`src/rtl/led_scan_controller.sv`:
```
// LED bounce scanner sequencer: prescaled tick, bounded one-hot walk with end dwell.
// Optional LED_SCAN_TRAIL_EN keeps the previous position lit as a trail LED.
module led_scan_controller #(
    parameter int NUM_LEDS = 10,
    parameter int POS_W    = 4,
    parameter int BASE_DIV = 3125000,
    parameter int DWELL    = 2
) (
    input  logic                CLOCK_50,
    input  logic                reset_n,
    input  logic                run,
    input  logic                step,
    input  logic [1:0]          speed_sel,
    input  logic [POS_W-1:0]    lo_bound,
    input  logic [POS_W-1:0]    hi_bound,
    output logic [NUM_LEDS-1:0] LEDR,
    output logic [POS_W-1:0]    pos,
    output logic                dir_up,
    output logic                at_end,
    output logic                busy
);

    localparam logic [POS_W-1:0] MAX_POS    = POS_W'(NUM_LEDS - 1);
    localparam logic [31:0]      BASE_W     = 32'(BASE_DIV);
    localparam int               DW_W       = (DWELL > 0) ? $clog2(DWELL + 1) : 1;
    localparam logic [DW_W-1:0]  DWELL_INIT = DW_W'(DWELL);

    typedef enum logic [2:0] {
        IDLE,
        LOAD,
        UP,
        DWELL_HI,
        DOWN,
        DWELL_LO
    } state_t;

    function automatic logic [NUM_LEDS-1:0] onehot(input logic [POS_W-1:0] p);
        onehot = NUM_LEDS'(1) << p;
    endfunction

    state_t              state_q, state_d;
    logic [31:0]         presc_q, presc_d;
    logic [POS_W-1:0]    pos_q, pos_d;
    logic [POS_W-1:0]    lo_l_q, lo_l_d;
    logic [POS_W-1:0]    hi_l_q, hi_l_d;
    logic [DW_W-1:0]     dwell_q, dwell_d;
    logic                dir_up_q, dir_up_d;
    logic [NUM_LEDS-1:0] led_q, led_d;

    logic [31:0]      period;
    logic             tick;
    logic             adv;
    logic             bounds_bad;
    logic [POS_W-1:0] pos_inc;
    logic [POS_W-1:0] pos_dec;
    logic [DW_W-1:0]  dwell_dec;

    // Using >= rather than == lets a shortened period take effect without a full wrap.
    always_comb begin
        period  = BASE_W << {speed_sel, 1'b0};
        tick    = run && (presc_q >= period - 32'd1);
        presc_d = presc_q;
        if (run) begin
            presc_d = tick ? 32'd0 : presc_q + 32'd1;
        end
        adv = run ? tick : step;
    end

    assign bounds_bad = (lo_bound >= hi_bound) || (hi_bound > MAX_POS);
    assign pos_inc    = pos_q + POS_W'(1);
    assign pos_dec    = pos_q - POS_W'(1);
    assign dwell_dec  = dwell_q - DW_W'(1);

    always_comb begin
        state_d  = state_q;
        pos_d    = pos_q;
        dir_up_d = dir_up_q;
        dwell_d  = dwell_q;
        lo_l_d   = lo_l_q;
        hi_l_d   = hi_l_q;
        case (state_q)
            IDLE: begin
                if (adv) begin
                    state_d = LOAD;
                    if (bounds_bad) begin
                        lo_l_d = '0;
                        hi_l_d = MAX_POS;
                    end else begin
                        lo_l_d = lo_bound;
                        hi_l_d = hi_bound;
                    end
                end
            end
            LOAD: begin
                pos_d    = lo_l_q;
                dir_up_d = 1'b1;
                state_d  = UP;
            end
            UP: begin
                if (adv) begin
                    pos_d = pos_inc;
                    if (pos_inc == hi_l_q) begin
                        if (DWELL > 0) begin
                            state_d = DWELL_HI;
                            dwell_d = DWELL_INIT;
                        end else begin
                            state_d  = DOWN;
                            dir_up_d = 1'b0;
                        end
                    end
                end
            end
            DWELL_HI: begin
                if (adv) begin
                    dwell_d = dwell_dec;
                    if (dwell_dec == '0) begin
                        state_d  = DOWN;
                        dir_up_d = 1'b0;
                    end
                end
            end
            DOWN: begin
                if (adv) begin
                    pos_d = pos_dec;
                    if (pos_dec == lo_l_q) begin
                        if (DWELL > 0) begin
                            state_d = DWELL_LO;
                            dwell_d = DWELL_INIT;
                        end else begin
                            state_d  = UP;
                            dir_up_d = 1'b1;
                        end
                    end
                end
            end
            DWELL_LO: begin
                if (adv) begin
                    dwell_d = dwell_dec;
                    if (dwell_dec == '0) begin
                        state_d  = UP;
                        dir_up_d = 1'b1;
                    end
                end
            end
            default: state_d = IDLE;
        endcase
    end

`ifdef LED_SCAN_TRAIL_EN
    logic [POS_W-1:0] trail_q, trail_d;

    // Trail only follows real position changes, so it stays put during dwell.
    always_comb begin
        trail_d = trail_q;
        if (pos_d != pos_q) begin
            trail_d = pos_q;
        end
    end

    always_ff @(posedge CLOCK_50 or negedge reset_n) begin
        if (!reset_n) begin
            trail_q <= '0;
        end else begin
            trail_q <= trail_d;
        end
    end

    assign led_d = onehot(pos_d) | onehot(trail_d);
`else
    assign led_d = onehot(pos_d);
`endif

    always_ff @(posedge CLOCK_50 or negedge reset_n) begin
        if (!reset_n) begin
            state_q  <= IDLE;
            presc_q  <= '0;
            pos_q    <= '0;
            lo_l_q   <= '0;
            hi_l_q   <= MAX_POS;
            dwell_q  <= '0;
            dir_up_q <= 1'b1;
            led_q    <= NUM_LEDS'(1);
        end else begin
            state_q  <= state_d;
            presc_q  <= presc_d;
            pos_q    <= pos_d;
            lo_l_q   <= lo_l_d;
            hi_l_q   <= hi_l_d;
            dwell_q  <= dwell_d;
            dir_up_q <= dir_up_d;
            led_q    <= led_d;
        end
    end

    assign LEDR   = led_q;
    assign pos    = pos_q;
    assign dir_up = dir_up_q;
    assign at_end = (state_q == DWELL_HI) || (state_q == DWELL_LO);
    assign busy   = (state_q != IDLE);

endmodule
```
`config.mk`:
```
export PLATFORM = sky130hd
export DESIGN_NAME = led_scan_controller
export DESIGN_NICKNAME = d
export VERILOG_FILES = /design/src/rtl/led_scan_controller.sv
export SDC_FILE = /design/constraint.sdc
export NUM_CORES = 1
export LEC_CHECK = 0
export CAP_MARGIN = 5
export CORE_ASPECT_RATIO = 1.25
export CORE_MARGIN = 2
export CORE_UTILIZATION = 35
export CTS_CLUSTER_DIAMETER = 200
export DETAILED_ROUTE_END_ITERATION = 7
export PLACE_DENSITY = 0.56
export SLEW_MARGIN = 20
export SYNTH_ARGS = -nofsm -noshare
export SYNTH_HDL_FRONTEND = slang
export SYNTH_SLANG_ARGS = --single-unit
export TNS_END_PERCENT = 20
```
`constraint.sdc`:
```
create_clock -name CLOCK_50 -period 4.8 [get_ports CLOCK_50]
set_input_delay 0.96 -clock CLOCK_50 [delete_from_list [all_inputs] [get_ports CLOCK_50]]
set_output_delay 0.96 -clock CLOCK_50 [all_outputs]
set_load 0.01 [all_outputs]
```
======== Word level (Yosys, flattened, before mapping) ========
Index checks and enable logic that the tools add are counted.
storage, ports and cells
  register bits ........................... 60
  input port bits ......................... 14
  output and inout bits ................... 17
  word-level logic and storage cells ...... 76
cells by class
  add/subtract/negate cells ............... 5
  $lt $le $gt $ge ......................... 3
  equality and inequality tests ........... 17
  shift-type cells ........................ 2
  mux-type cells .......................... 28
  reduce and logical (&&, ||, !) cells .... 13
operator list
  kind                     count
  $add A32 B1 Y32 const B  1
  $ge A32 B32 Y1           1
  $mux W32                 1
  $shl A22 B3 Y32 const A  1
  $sub A32 B1 Y32 const B  1
  $mux W3                  9
  $ne A2 B2 Y1 const B     9
  $pmux W3 S6              1
  $mux W4                  4
  $pmux W4 S3              1
  $mux W2                  5
  $shl A1 B4 Y10 const A   1
  $reduce_and A9 Y1        1
  $reduce_bool A3 Y1       3
  $eq A4 B4 Y1             2
  $eq A3 B2 Y1 const B     2
  $eq A3 B3 Y1 const B     2
  $pmux W2 S3              1
  $reduce_and A6 Y1        1
  $mux W1                  5
  $reduce_and A5 Y1        1
  $add A4 B1 Y4 const B    1
  $ge A4 B4 Y1             1
  $gt A4 B4 Y1 const B     1
  11 further kinds         12

======== Longest topological paths before layout ========
Gate-level depths: netlist of run 1.
  depth in word-level cells ............... 8
  mapped depth ............................ 13

======== Worst setup path before layout of run 1 ========
Ideal clock, no wire load.
  path type ............................... input port to flip-flop
  start ................................... input port speed_sel[1]
  end ..................................... register led_q[7] (netlist: LEDR[7])
  arrival time ............................ 3.563 ns
  data required time ...................... 4.673 ns
  slack ................................... 1.110 ns
  stages .................................. 11
  cells stage by stage .................... inv_1 > ha_1 > inv_1 > ha_1 > inv_1 > or4_1 > or3_4 > a21oi_4 > o221ai_1 > a21bo_2 > nor3b_1
between the ends
  word-level cells in the longest chain between the ends .. 8
  elaborated cells between the ends (all ways) .. 9
  classes of those cells .................. add/sub: 1; order compare: 1; shift: 2; mux: 4; reduce/logical: 1
ends and longest elaborated chain
  element                            line      text
  start, declared                    13        input logic [1:0] speed_sel,
  $shl A22 B3 Y32 (*)                60        period = BASE_W << {speed_sel, 1'b0};
  $sub A32 B1 Y32 (*)                61        tick = run && (presc_q >= period - 32'd1);
  $ge A32 B32 Y1 (*)                 61
  $logic_and A1 B1 Y1 (*)            61
  $mux W1 (*)                        66        adv = run ? tick : step;
  $mux W4, on equally long branches  123, 100
  $pmux W4 S3 (*)                    81        case (state_q)
  $shl A1 B4 Y10 (*)                 38        onehot = NUM_LEDS'(1) << p;
  named net led_d[7]                 48        logic [NUM_LEDS-1:0] led_q, led_d;
  end signal, assigned               191       led_q <= led_d;
  end, declared                      48
Mark *: on every way through the listed nets, which the timed path passes. The rest lies on a longest branch.
A chain may end at the register's enable or synchronous reset.

======== Worst setup path after layout of run 1 ========
  start ................................... input port speed_sel[1]
  end ..................................... register led_q[8] (netlist: LEDR[8])
between the ends
  word-level cells in the longest chain between the ends .. 8
  elaborated cells between the ends (all ways) .. 9
  classes of those cells .................. add/sub: 1; order compare: 1; shift: 2; mux: 4; reduce/logical: 1
ends and longest elaborated chain
  element                            line      text
  $shl A22 B3 Y32 (*)                60
  $sub A32 B1 Y32 (*)                61
  $ge A32 B32 Y1 (*)                 61
  $logic_and A1 B1 Y1 (*)            61
  $mux W1 (*)                        66
  $mux W4, on equally long branches  123, 100
  $pmux W4 S3 (*)                    81
  named net pos_d[1]                 43        logic [POS_W-1:0] pos_q, pos_d;
  $shl A1 B4 Y10 (*)                 38
  named net led_d[8]                 48
Marks and branches as above.

==> key figures, run 1 <==
Layout
  • Layout cell share with drive strength beyond 1: 0.0776
  • N_diodes: 0
  • Fill cell count: ~1000
  • Final Net Count: around 500
  • Area Overhead vs Synth: 19.7%
  • Non-filler cells, final: between 500 and 600

Worst setup path
  • Maximum fanout along the worst path: 8
  • Startpoint Class: primary input
  • Worst reg-to-reg path cell count: 9
  • Worst flop-to-flop path endpoint: LEDR[8]$_DFF_PN0_
  • Worst endpoint data arrival time: around 4.6 ns
  • RR Startpoint: presc_q[28]$_DFFE_PN0P_
  • Endpoint type of the worst setup path: flip-flop
  • R2R Setup Slk: 1.73 ns
  • Required time worst endpoint: about 5.0 ns
  • Critical path class: primary input to flip-flop

Pwr
  • Cell Pwr Density: roughly 500 nW/µm²
  • Sequential share of power: 0.326
  • Pleak: 2.16 nW
  • Max VDD drop: between 0.2 and 0.3 mV
  • Sw Pwr: 0.836 mW
  • Combinational Power Share: 0.374
  • Final Power: 2.31 mW
  • Switching Share: 0.361
  • Clock share of power: 0.300
  • Internal power: ~1.5 mW

Yosys
  • Synth area leader: dfrtp_1
  • Yosys cell types: between 50 and 60
  • Largest family of logic cells by synthesized area: simple AND/OR/NAND/NOR gates
  • Leading post-synthesis cells by cell area: dfrtp_1 (36%), ha_1 (12%), xor2_1 (5.7%), nor2_1 (4.9%), nand2_1 (4.1%)
  • Xor/xnor share of the synthesized area: 0.0910
  • Netlist Area Pre-Place: about 3900 µm²
  • Simple-gate share of the synthesized area: 0.218
  • Async set-reset flop share out of synthesis: 1.00
  • Number of synthesized flops with an enable pin: 0
  • Dominant synthesized flop cell: dfrtp_1
  • Synthesized area per cell: between 9 and 10 µm²
  • Cells after Synth: 424
  • Synth top area share: 0.364
  • #FFs+latches synth: 60
  • Multiplexer share of the synthesized area: 0.00585
  • Synth warn: 0
  • Fraction of the mapped netlist area in adder cells: 0.123
  • Synth Area in Compound Gates: 0.131
  • Register area share after synthesis: 0.391

Timing
  • RSZ-0062 raised after global routing: false
  • Fin crit period: roughly 4.4 ns
  • Crit share post-route: 0.910
  • Worst slew margin: 0.448
  • Total Neg Setup Slack: 0 ns
  • Hold Violations, Final: 0
  • Worst-margin pin slew: between 0.8 and 0.9 ns
  • Number of max-slew violations in the final report: 0
  • Layout Skew: between 0.005 and 0.006 ns
  • Fmax achieved: 229 MHz
  • Setup-failing EPs final: 0

Clocking
  • TritonCTS clock tree: yes
  • Post_cts resized: 0
  • Hold-fix buffers, CTS: 0
  • Post-CTS setup buffers: 0
  • Clk_lat worst skew: 0.32 ns
  • Deepest clock path buffer count: 2
  • Clk slew on worst S/H paths: 0.05 ns
  • Root Buffer: clkbuf_16
  • Clock sinks: 60
  • Number of CTS-inserted buffers: 9
  • H-tree levels: 3

Floorplanning
  • Rows: 42
  • Core area: roughly 11000 µm²
  • Chip height: about 120 µm
  • Num ports: 31
  • Die Footprint: roughly 12000 µm²
  • Initial Utilization: 0.361
  • Die W: between 90 and 100 µm

Placed design
  • Estimated wirelength of the detail-placed design: around 6500 µm
  • Routability Congestion: roughly 0.84
  • Placed cell count: between 500 and 600
  • Number of I/O port buffers: 30

Outcome
  • Status: complete, no violations

Hold path
  • Hold Path Class: flip-flop to flip-flop
  • Min-delay src: hi_l_q[0]$_DFFE_PN1P_
  • Hold path cells: 2
  • WHS Endpoint: hi_l_q[0]$_DFFE_PN1P_

GRT
  • Overflow after GRT: 0
  • Initial antenna violation count: 0
  • Vias in the first global route: around 3100
  • First-pass GRT wire length: between 15000 and 20000 µm
  • Total GRT Usage: 0.157
  • Largest net degree at the start of global routing: 38

Drt
  • Vias per inst: between 5 and 6
  • Final WL: ~8600 µm
  • First-pass DRT Iterations: 4
  • First DRT Iteration DRCs: between 100 and 150
  • Vias: 3111
  • Antenna viol nets, final: 0
  • Routed wire per std cell: ~14 µm
  • DRC Markers: 0

Flow run
  • MaxCap Viol Count: 0
Yosys cell counts, types with 3 or more instances:
cell and count:
nand4_1 11, clkbuf_1 9, nor2b_1 4, xnor2_1 15, and3_1 5, nand3_1 21
nor3_1 11, o22ai_1 5, inv_1 23, and4_1 5, a21oi_1 20, o31ai_1 4
xor2_1 25, nand2_1 42, o221ai_1 3, nor4_1 3, a221oi_1 3, dfstp_2 4
dfrtp_1 56, a21o_1 3, nor2_1 50, o21ai_0 22, ha_1 38
worst max-delay path, stage by stage:
cell,delay (ns)
clkdlybuf4s50_1,0.60
inv_1,0.21
ha_1,0.37
inv_1,0.08
ha_1,0.27
inv_1,0.04
or4_1,0.55
or3_4,0.44
a21oi_4,0.28
o21ai_1,0.16
a22oi_4,0.24
inv_2,0.13
nor4_4,0.26
power groups by stage:
stage / combinational, mW / clock [mW] / sequential (mW)
6_report: 0.864 / 0.695 / 0.754
5_1_grt: 0.974 / 0.738 / 0.773
4_1_cts: 0.871 / 0.718 / 0.754
3_5_place_dp: 0.866 / 0 / 0.761
3_3_place_gp: 0.850 / 0 / 0.761
2_1_floorplan: 0.641 / 0 / 0.718
stage by stage:
stage	setup WS, ns	hold slack [ns]	instance area [µm²]	util
6_report	0.432	0.489	4610	0.432
4_1_cts	0.401	0.489	4610	0.432
5_1_grt	0.140	0.516	4610	0.432
3_5_place_dp	0.0731	0.481	4290	0.402
3_3_place_gp	0.223	0.475	4290	0.402
2_1_floorplan	1.11	0.464	3870	-
sequential cells by signal (all words and copies together), names as in the netlist:
| register | flops |
|---|---|
| hi_l_q | 4 |
| state_q | 3 |
| dwell_q | 2 |
| pos | 4 |
| LEDR | 10 |
| presc_q | 32 |
| lo_l_q | 4 |
| dir_up | 1 |
cell type report:
| type | count | area, µm² | share of cell area |
|---|---|---|---|
| clock inverter | 5 | 75.1 | 0.0163 |
| clock buffer | 11 | 243 | 0.0527 |
| multi-input combinational | 331 | 2210 | 0.480 |
| tap | 132 | 165 | 0.0358 |
| sequential | 60 | 1510 | 0.327 |
| timing repair buffer | 33 | 318 | 0.0689 |
| inverter | 24 | 90.1 | 0.0195 |
worst max-delay path by stage:
stage / from / end / slack, ns / depth (start not counted)
finish: speed_sel[1] / LEDR[8]$_DFF_PN0_ / 0.43 / 13
global route: speed_sel[1] / lo_l_q[0]$_DFFE_PN0P_ / 0.14 / 11
CTS: speed_sel[1] / lo_l_q[2]$_DFFE_PN0P_ / 0.40 / 11
detailed placement: speed_sel[1] / lo_l_q[2]$_DFFE_PN0P_ / 0.07 / 11
global placement: speed_sel[1] / LEDR[9]$_DFF_PN0_ / 0.22 / 12
floorplan: speed_sel[1] / LEDR[7]$_DFF_PN0_ / 1.11 / 11
layer usage:
layer / wire length, µm / GRT usage / part of all wire / up-vias
met5: 0 / 0 / 0 / -
li1: - / - / - / 1555
met1: 3820 / 0.199 / 0.44 / 1481
met2: 4370 / 0.268 / 0.51 / 59
met4: 144 / 0.0503 / 0.017 / 0
met3: 297 / 0.0317 / 0.034 / 16
cell usage in the layout, fill, tap and decap left out, types with 20 or more instances in the layout:
master            n
dfrtp_1          56
xor2_1           25
nor2_1           50
inv_1            23
nand2_1          42
o21ai_0          22
nand3_1          21
a21oi_1          20
ha_1             38
clkdlybuf4s50_1  29
cell families after synthesis:
kind of cell	count (synthesis)
compound gates	77
xor+xnor	40
fa+ha+maj	38
buf+inv	37
flops	60
mux	2
other cells	2
simple gates	168
Power figures use the tool's default switching activity.
==> run 2, diff against run 1 <==
- PLACE_DENSITY: 0.56 -> default
==> run 2 against run 1 <==
Critical path depth is 2 lower. Wire length fell by 0.98%. Cell count is the same. Utilization up 0.14 points. Clock power is 1% higher. Flip-flop and latch count unchanged. Die area unchanged. Sequential power about the same. Non-clock buffer count rose by 1. Worst hold slack improved by 0.0014 ns.
==> key figures, run 2 (synthesized netlist as in run 1, its figures left out) <==
GRT
  • Overflow after GRT: 0
  • Largest net degree at the start of global routing: 48
  • Total GRT Usage: 0.155
  • Vias in the first global route: between 3000 and 4000
  • First-pass GRT wire length: 15000 µm
  • Initial antenna violation count: 0

Hold path
  • Hold Path Class: flip-flop to flip-flop
  • Min-delay src: hi_l_q[0]$_DFFE_PN1P_
  • Hold path cells: 2
  • WHS Endpoint: hi_l_q[0]$_DFFE_PN1P_

Placed design
  • Number of I/O port buffers: 30
  • Estimated wirelength of the detail-placed design: 6390 µm
  • Routability Congestion: ~0.88

Floorplanning
  • Die Footprint: 11900 µm²
  • Die W: roughly 98 µm
  • Initial Utilization: 0.361
  • Core area: 10700 µm²
  • Rows: 42
  • Num ports: 31
  • Chip height: 121 µm

Flow run
  • MaxCap Viol Count: 0

Timing
  • Number of max-slew violations in the final report: 0
  • Total Neg Setup Slack: 0 ns
  • RSZ-0062 raised after global routing: false
  • Crit share post-route: 0.874
  • Worst slew margin: 0.536
  • Layout Skew: just over 0.009 ns
  • Fmax achieved: 238 MHz
  • Fin crit period: approximately 4.2 ns
  • Hold Violations, Final: 0
  • Worst-margin pin slew: just under 0.7 ns
  • Setup-failing EPs final: 0

Clocking
  • Clk slew on worst S/H paths: approximately 0.050 ns
  • Number of CTS-inserted buffers: 9
  • Clk_lat worst skew: roughly 0.33 ns
  • Post_cts resized: 0
  • Root Buffer: clkbuf_16
  • Clock sinks: 60
  • Post-CTS setup buffers: 0
  • Deepest clock path buffer count: 2
  • TritonCTS clock tree: yes
  • Hold-fix buffers, CTS: 0
  • H-tree levels: 3

Worst setup path
  • Critical path class: primary input to flip-flop
  • Startpoint Class: primary input
  • WP buf/inv: 4
  • RR Startpoint: presc_q[27]$_DFFE_PN0P_
  • Worst flop-to-flop path endpoint: lo_l_q[0]$_DFFE_PN0P_
  • Worst Setup SP: speed_sel[1]
  • Worst path slowest cell: or4_1
  • Maximum fanout along the worst path: 16
  • Worst endpoint data arrival time: between 4 and 5 ns
  • Worst reg-to-reg path cell count: 7
  • Critical Path Most Common Cell: inv_1
  • Required time worst endpoint: around 5.0 ns
  • Largest stage delay, worst path: roughly 0.55 ns
  • Family with the most delay on the worst path: simple AND/OR/NAND/NOR gates
  • R2R Setup Slk: 1.73 ns
  • CP cell instances: clkdlybuf4s50_1 -> inv_1 -> ha_1 -> inv_1 -> ha_1 -> inv_1 -> or4_1 -> or3_4 -> a21oi_4 -> nand3_1 -> o31ai_1
  • Endpoint type of the worst setup path: flip-flop

Layout
  • Layout cell share with drive strength beyond 1: 0.0797
  • Most frequent cells in the layout: dfrtp_1 (56), nor2_1 (50), nand2_1 (42), ha_1 (38), clkdlybuf4s50_1 (29)
  • N_diodes: 0
  • Area Overhead vs Synth: 20.1%
  • Commonest non-fill, non-tap cell in the layout: dfrtp_1
  • Most flops, register: presc_q
  • Number of flip-flops in the largest register: 32
  • Final Net Count: approximately 500

Drt
  • Antenna viol nets, final: 0
  • First-pass DRT Iterations: 4
  • Vias per inst: 5.17
  • DRC Markers: 0
  • Routed wire per std cell: 14.3 µm
  • First DRT Iteration DRCs: around 140
  • Vias: roughly 3000
  • Final WL: approximately 8600 µm

Pwr
  • Clock share of power: 0.303
  • Switching Share: 0.358
  • Sequential share of power: 0.324
  • Internal power: about 1.5 mW
  • Cell Pwr Density: ~500 nW/µm²
  • Sw Pwr: between 0.8 and 0.9 mW
  • Final Power: between 2 and 2.5 mW
  • Combinational Power Share: 0.373
  • Pleak: about 2.2 nW
  • Max VDD drop: 0.262 mV

Outcome
  • Status: complete, no violations
## run 2: cell types whose count changed in the layout (fill, tap and decap cells not counted), sizes merged
cell	change
clkinv	-2
buf	+1
clkinvlp	+1
## run 2: metrics by stage
step	hold slack, ns	instance area [µm²]	cells	worst slack, ns	utilization
finish	0.490	4620	596	0.607	0.433
global route	0.528	4620	596	0.311	0.433
CTS	0.490	4620	596	0.620	0.433
detailed placement	0.483	4300	581	0.291	0.403
global placement	0.477	4300	581	0.384	0.403
floorplan	0.464	3870	428	1.11	-
## run 2: area by class of cell
type / instances / area, µm²
tap: 132 / 165
clock inverter: 4 / 72.6
timing repair buffer: 34 / 325
sequential: 60 / 1510
inverter: 24 / 90.1
multi-input combinational: 331 / 2210
fill: 1004 / 6040
clock buffer: 11 / 253
## run 2: metal layers
layer  vias up  GRT usage  routed length, µm
li1       1552          -                  -
met1      1474      0.192               3960
met2        43      0.271               4300
met3        10     0.0259                183
met4         0     0.0599                112
met5         -          0                  0
## run 2: power groups by stage
stage          clock, mW  sequential (mW)  combinational (mW)
6_report           0.704            0.752               0.866
5_1_grt            0.743            0.773               0.968
4_1_cts            0.716            0.752               0.873
3_5_place_dp           0            0.759               0.869
3_3_place_gp           0            0.760               0.851
2_1_floorplan          0            0.718               0.641
## run 2: how the worst max path moves through the flow
| stage | end | slack [ns] | depth (start not counted) |
|---|---|---|---|
| global route | lo_l_q[0]$_DFFE_PN0P_ | 0.31 | 11 |
| floorplan | LEDR[7]$_DFF_PN0_ | 1.11 | 11 |
| detailed placement | lo_l_q[0]$_DFFE_PN0P_ | 0.29 | 11 |
| CTS | lo_l_q[0]$_DFFE_PN0P_ | 0.62 | 11 |
| global placement | LEDR[9]$_DFF_PN0_ | 0.38 | 12 |
| finish | lo_l_q[0]$_DFFE_PN0P_ | 0.61 | 11 |
## run 2: tightest hold or removal path, stage by stage (launching register included)
cell	delay, ns
dfstp_2	0.37
nand2_1	0.05
o21ai_0	0.07
==> run 3, diff against run 2 <==
- CAP_MARGIN: 5 -> 0
- CTS_BUF_LIST: default -> sky130_fd_sc_hd__clkbuf_16
==> run 3 against run 2 <==
Cell count unchanged. Sequential share of layout area grew 0.14 points. Critical path depth unchanged. Sequential power barely moved. Global-route usage up 0.061 points. Via count rose by 0.16%. Die area unchanged. Total power is 1.3% lower. Combinational power hardly changed. Register-to-register slack is essentially flat. Largest power group unchanged.
==> key figures, run 3 (synthesized netlist as in run 1, its figures left out) <==
Worst setup path
  • CP cell instances: clkdlybuf4s50_1 -> inv_1 -> ha_1 -> inv_1 -> ha_1 -> inv_1 -> or4_1 -> or3_4 -> a21oi_4 -> nand3_1 -> o31ai_1
  • Critical Path Most Common Cell: inv_1
  • Worst Setup SP: speed_sel[1]
  • Worst reg-to-reg path cell count: 7
  • Startpoint Class: primary input
  • R2R Setup Slk: about 1.7 ns
  • Critical Path End: lo_l_q[0]$_DFFE_PN0P_
  • RR Startpoint: presc_q[27]$_DFFE_PN0P_
  • Critical path class: primary input to flip-flop
  • Maximum fanout along the worst path: 16
  • Worst path slowest cell: or4_1
  • Worst endpoint data arrival time: around 4.4 ns
  • Endpoint type of the worst setup path: flip-flop
  • Largest stage delay, worst path: around 0.55 ns
  • Required time worst endpoint: about 5.0 ns
  • Worst flop-to-flop path endpoint: lo_l_q[0]$_DFFE_PN0P_

GRT
  • Layer with the highest usage: met2
  • M1 GR Usage: 0.191
  • GRT met2 Usage: 0.274
  • Vias in the first global route: approximately 3100
  • Met3 Use GR: 0.0259
  • Initial antenna violation count: 0
  • Overflow after GRT: 0
  • First-pass GRT wire length: 15100 µm
  • Total GRT Usage: 0.156
  • Largest net degree at the start of global routing: 48

Timing
  • RSZ-0062 raised after global routing: false
  • Fin crit period: 4.19 ns
  • Fmax achieved: roughly 240 MHz
  • Hold Violations, Final: 0
  • Total Neg Setup Slack: 0 ns
  • Worst slew margin: 0.536
  • Crit share post-route: 0.874
  • Number of max-slew violations in the final report: 0
  • Worst-margin pin slew: a little under 0.7 ns
  • Setup-failing EPs final: 0
  • Layout Skew: approximately 0.0085 ns

Clocking
  • Clk slew on worst S/H paths: around 0.05 ns
  • Deepest clock path buffer count: 2
  • Clock sinks: 60
  • Clk_lat worst skew: 0.33 ns
  • Root Buffer: clkbuf_16
  • Number of CTS-inserted buffers: 9
  • TritonCTS clock tree: yes
  • H-tree levels: 3
  • Hold-fix buffers, CTS: 0
  • Post-CTS setup buffers: 0
  • Post_cts resized: 0

Layout
  • Fill cell count: a little over 1000
  • Area Overhead vs Synth: 19.6%
  • Most frequent cells in the layout: dfrtp_1 (56), nor2_1 (50), nand2_1 (42), ha_1 (38), clkdlybuf4s50_1 (29)
  • Most flops, register: presc_q
  • Number of flip-flops in the largest register: 32
  • Commonest non-fill, non-tap cell in the layout: dfrtp_1
  • Multi-input gate area: 2210 µm²
  • Final Net Count: 512
  • N_diodes: 0
  • Layout cell share with drive strength beyond 1: 0.0754
  • Register area: ~1500 µm²
  • Design Area, Final: ~4600 µm²

Pwr
  • Sw Pwr: 0.833 mW
  • Combinational Power Share: 0.379
  • Cell Pwr Density: about 500 nW/µm²
  • Internal power: about 1.5 mW
  • Switching Share: 0.364
  • Max VDD drop: 0.262 mV
  • Clock share of power: 0.293
  • Pleak: between 2 and 2.5 nW
  • Sequential share of power: 0.329

Hold path
  • Hold Path Class: flip-flop to flip-flop

Floorplanning
  • Num ports: 31
  • Chip height: 121 µm
  • Core area: about 11000 µm²
  • Die W: roughly 100 µm
  • Die Footprint: 11900 µm²
  • Rows: 42
  • Initial Utilization: 0.361

Placed design
  • Routability Congestion: approximately 0.88
  • Placed Area: between 4000 and 5000 µm²
  • Number of I/O port buffers: 30
  • Estimated wirelength of the detail-placed design: about 6400 µm

Drt
  • Routed wire per std cell: roughly 14 µm
  • Vias: about 3000
  • First DRT Iteration DRCs: about 140
  • Final WL: around 8600 µm
  • DRC Markers: 0
  • First-pass DRT Iterations: 4
  • Vias per inst: around 5.2
  • Antenna viol nets, final: 0

Outcome
  • Status: complete, no violations

Flow run
  • MaxCap Viol Count: 0
## run 3: cell types whose count changed in the layout (fill, tap and decap cells not counted), sizes merged
cell	change
clkinv	+2
clkbuf	-2
## run 3: metrics by stage
stage / instances / util / total power [mW] / setup slack, ns / hold slack, ns
final: 596 / 0.432 / 2.29 / 0.606 / 0.490
after CTS: 596 / 0.432 / 2.31 / 0.620 / 0.490
after global routing: 596 / 0.432 / 2.45 / 0.311 / 0.527
after detailed placement: 581 / 0.403 / 1.63 / 0.291 / 0.483
after floorplan: 428 / - / 1.36 / 1.11 / 0.464
after global placement: 581 / 0.403 / 1.61 / 0.384 / 0.477
## run 3: power by group through the flow
| stage | registers (mW) | logic [mW] | clock network (mW) |
|---|---|---|---|
| after floorplan | 0.718 | 0.641 | 0 |
| after global placement | 0.760 | 0.851 | 0 |
| after detailed placement | 0.759 | 0.869 | 0 |
| after CTS | 0.753 | 0.874 | 0.683 |
| after global routing | 0.774 | 0.969 | 0.707 |
| final | 0.754 | 0.867 | 0.671 |
## run 3: area by class of cell
type,instances,share of cell area
Inverter,24,0.0196
Tap cell,132,0.0359
Multi-Input combinational cell,331,0.480
Sequential cell,60,0.327
Clock buffer,9,0.0489
Clock inverter,6,0.0174
Timing Repair Buffer,34,0.0707
## run 3: routing by layer
layer,up-vias,share of wire
met4,0,0.017
met5,-,0
met3,13,0.022
met2,42,0.50
met1,1478,0.46
li1,1551,-
## run 3: worst max-delay path, delay by kind of cell
kind / cells / cell delay (ns)
simple gates: 3 / 1.43
buf+inv: 4 / 0.75
fa+ha+maj: 2 / 0.64
compound gates: 2 / 0.64
## run 3: worst min path at each step
stage / start / end / cells past startpoint
3_5_place_dp: hi_l_q[0]$_DFFE_PN1P_ / hi_l_q[0]$_DFFE_PN1P_ / 2
3_3_place_gp: hi_l_q[0]$_DFFE_PN1P_ / hi_l_q[0]$_DFFE_PN1P_ / 2
2_1_floorplan: hi_l_q[0]$_DFFE_PN1P_ / hi_l_q[0]$_DFFE_PN1P_ / 2
4_1_cts: hi_l_q[0]$_DFFE_PN1P_ / hi_l_q[0]$_DFFE_PN1P_ / 2
5_1_grt: reset_n / presc_q[12]$_DFFE_PN0P_ / 1
6_report: hi_l_q[0]$_DFFE_PN1P_ / hi_l_q[0]$_DFFE_PN1P_ / 2
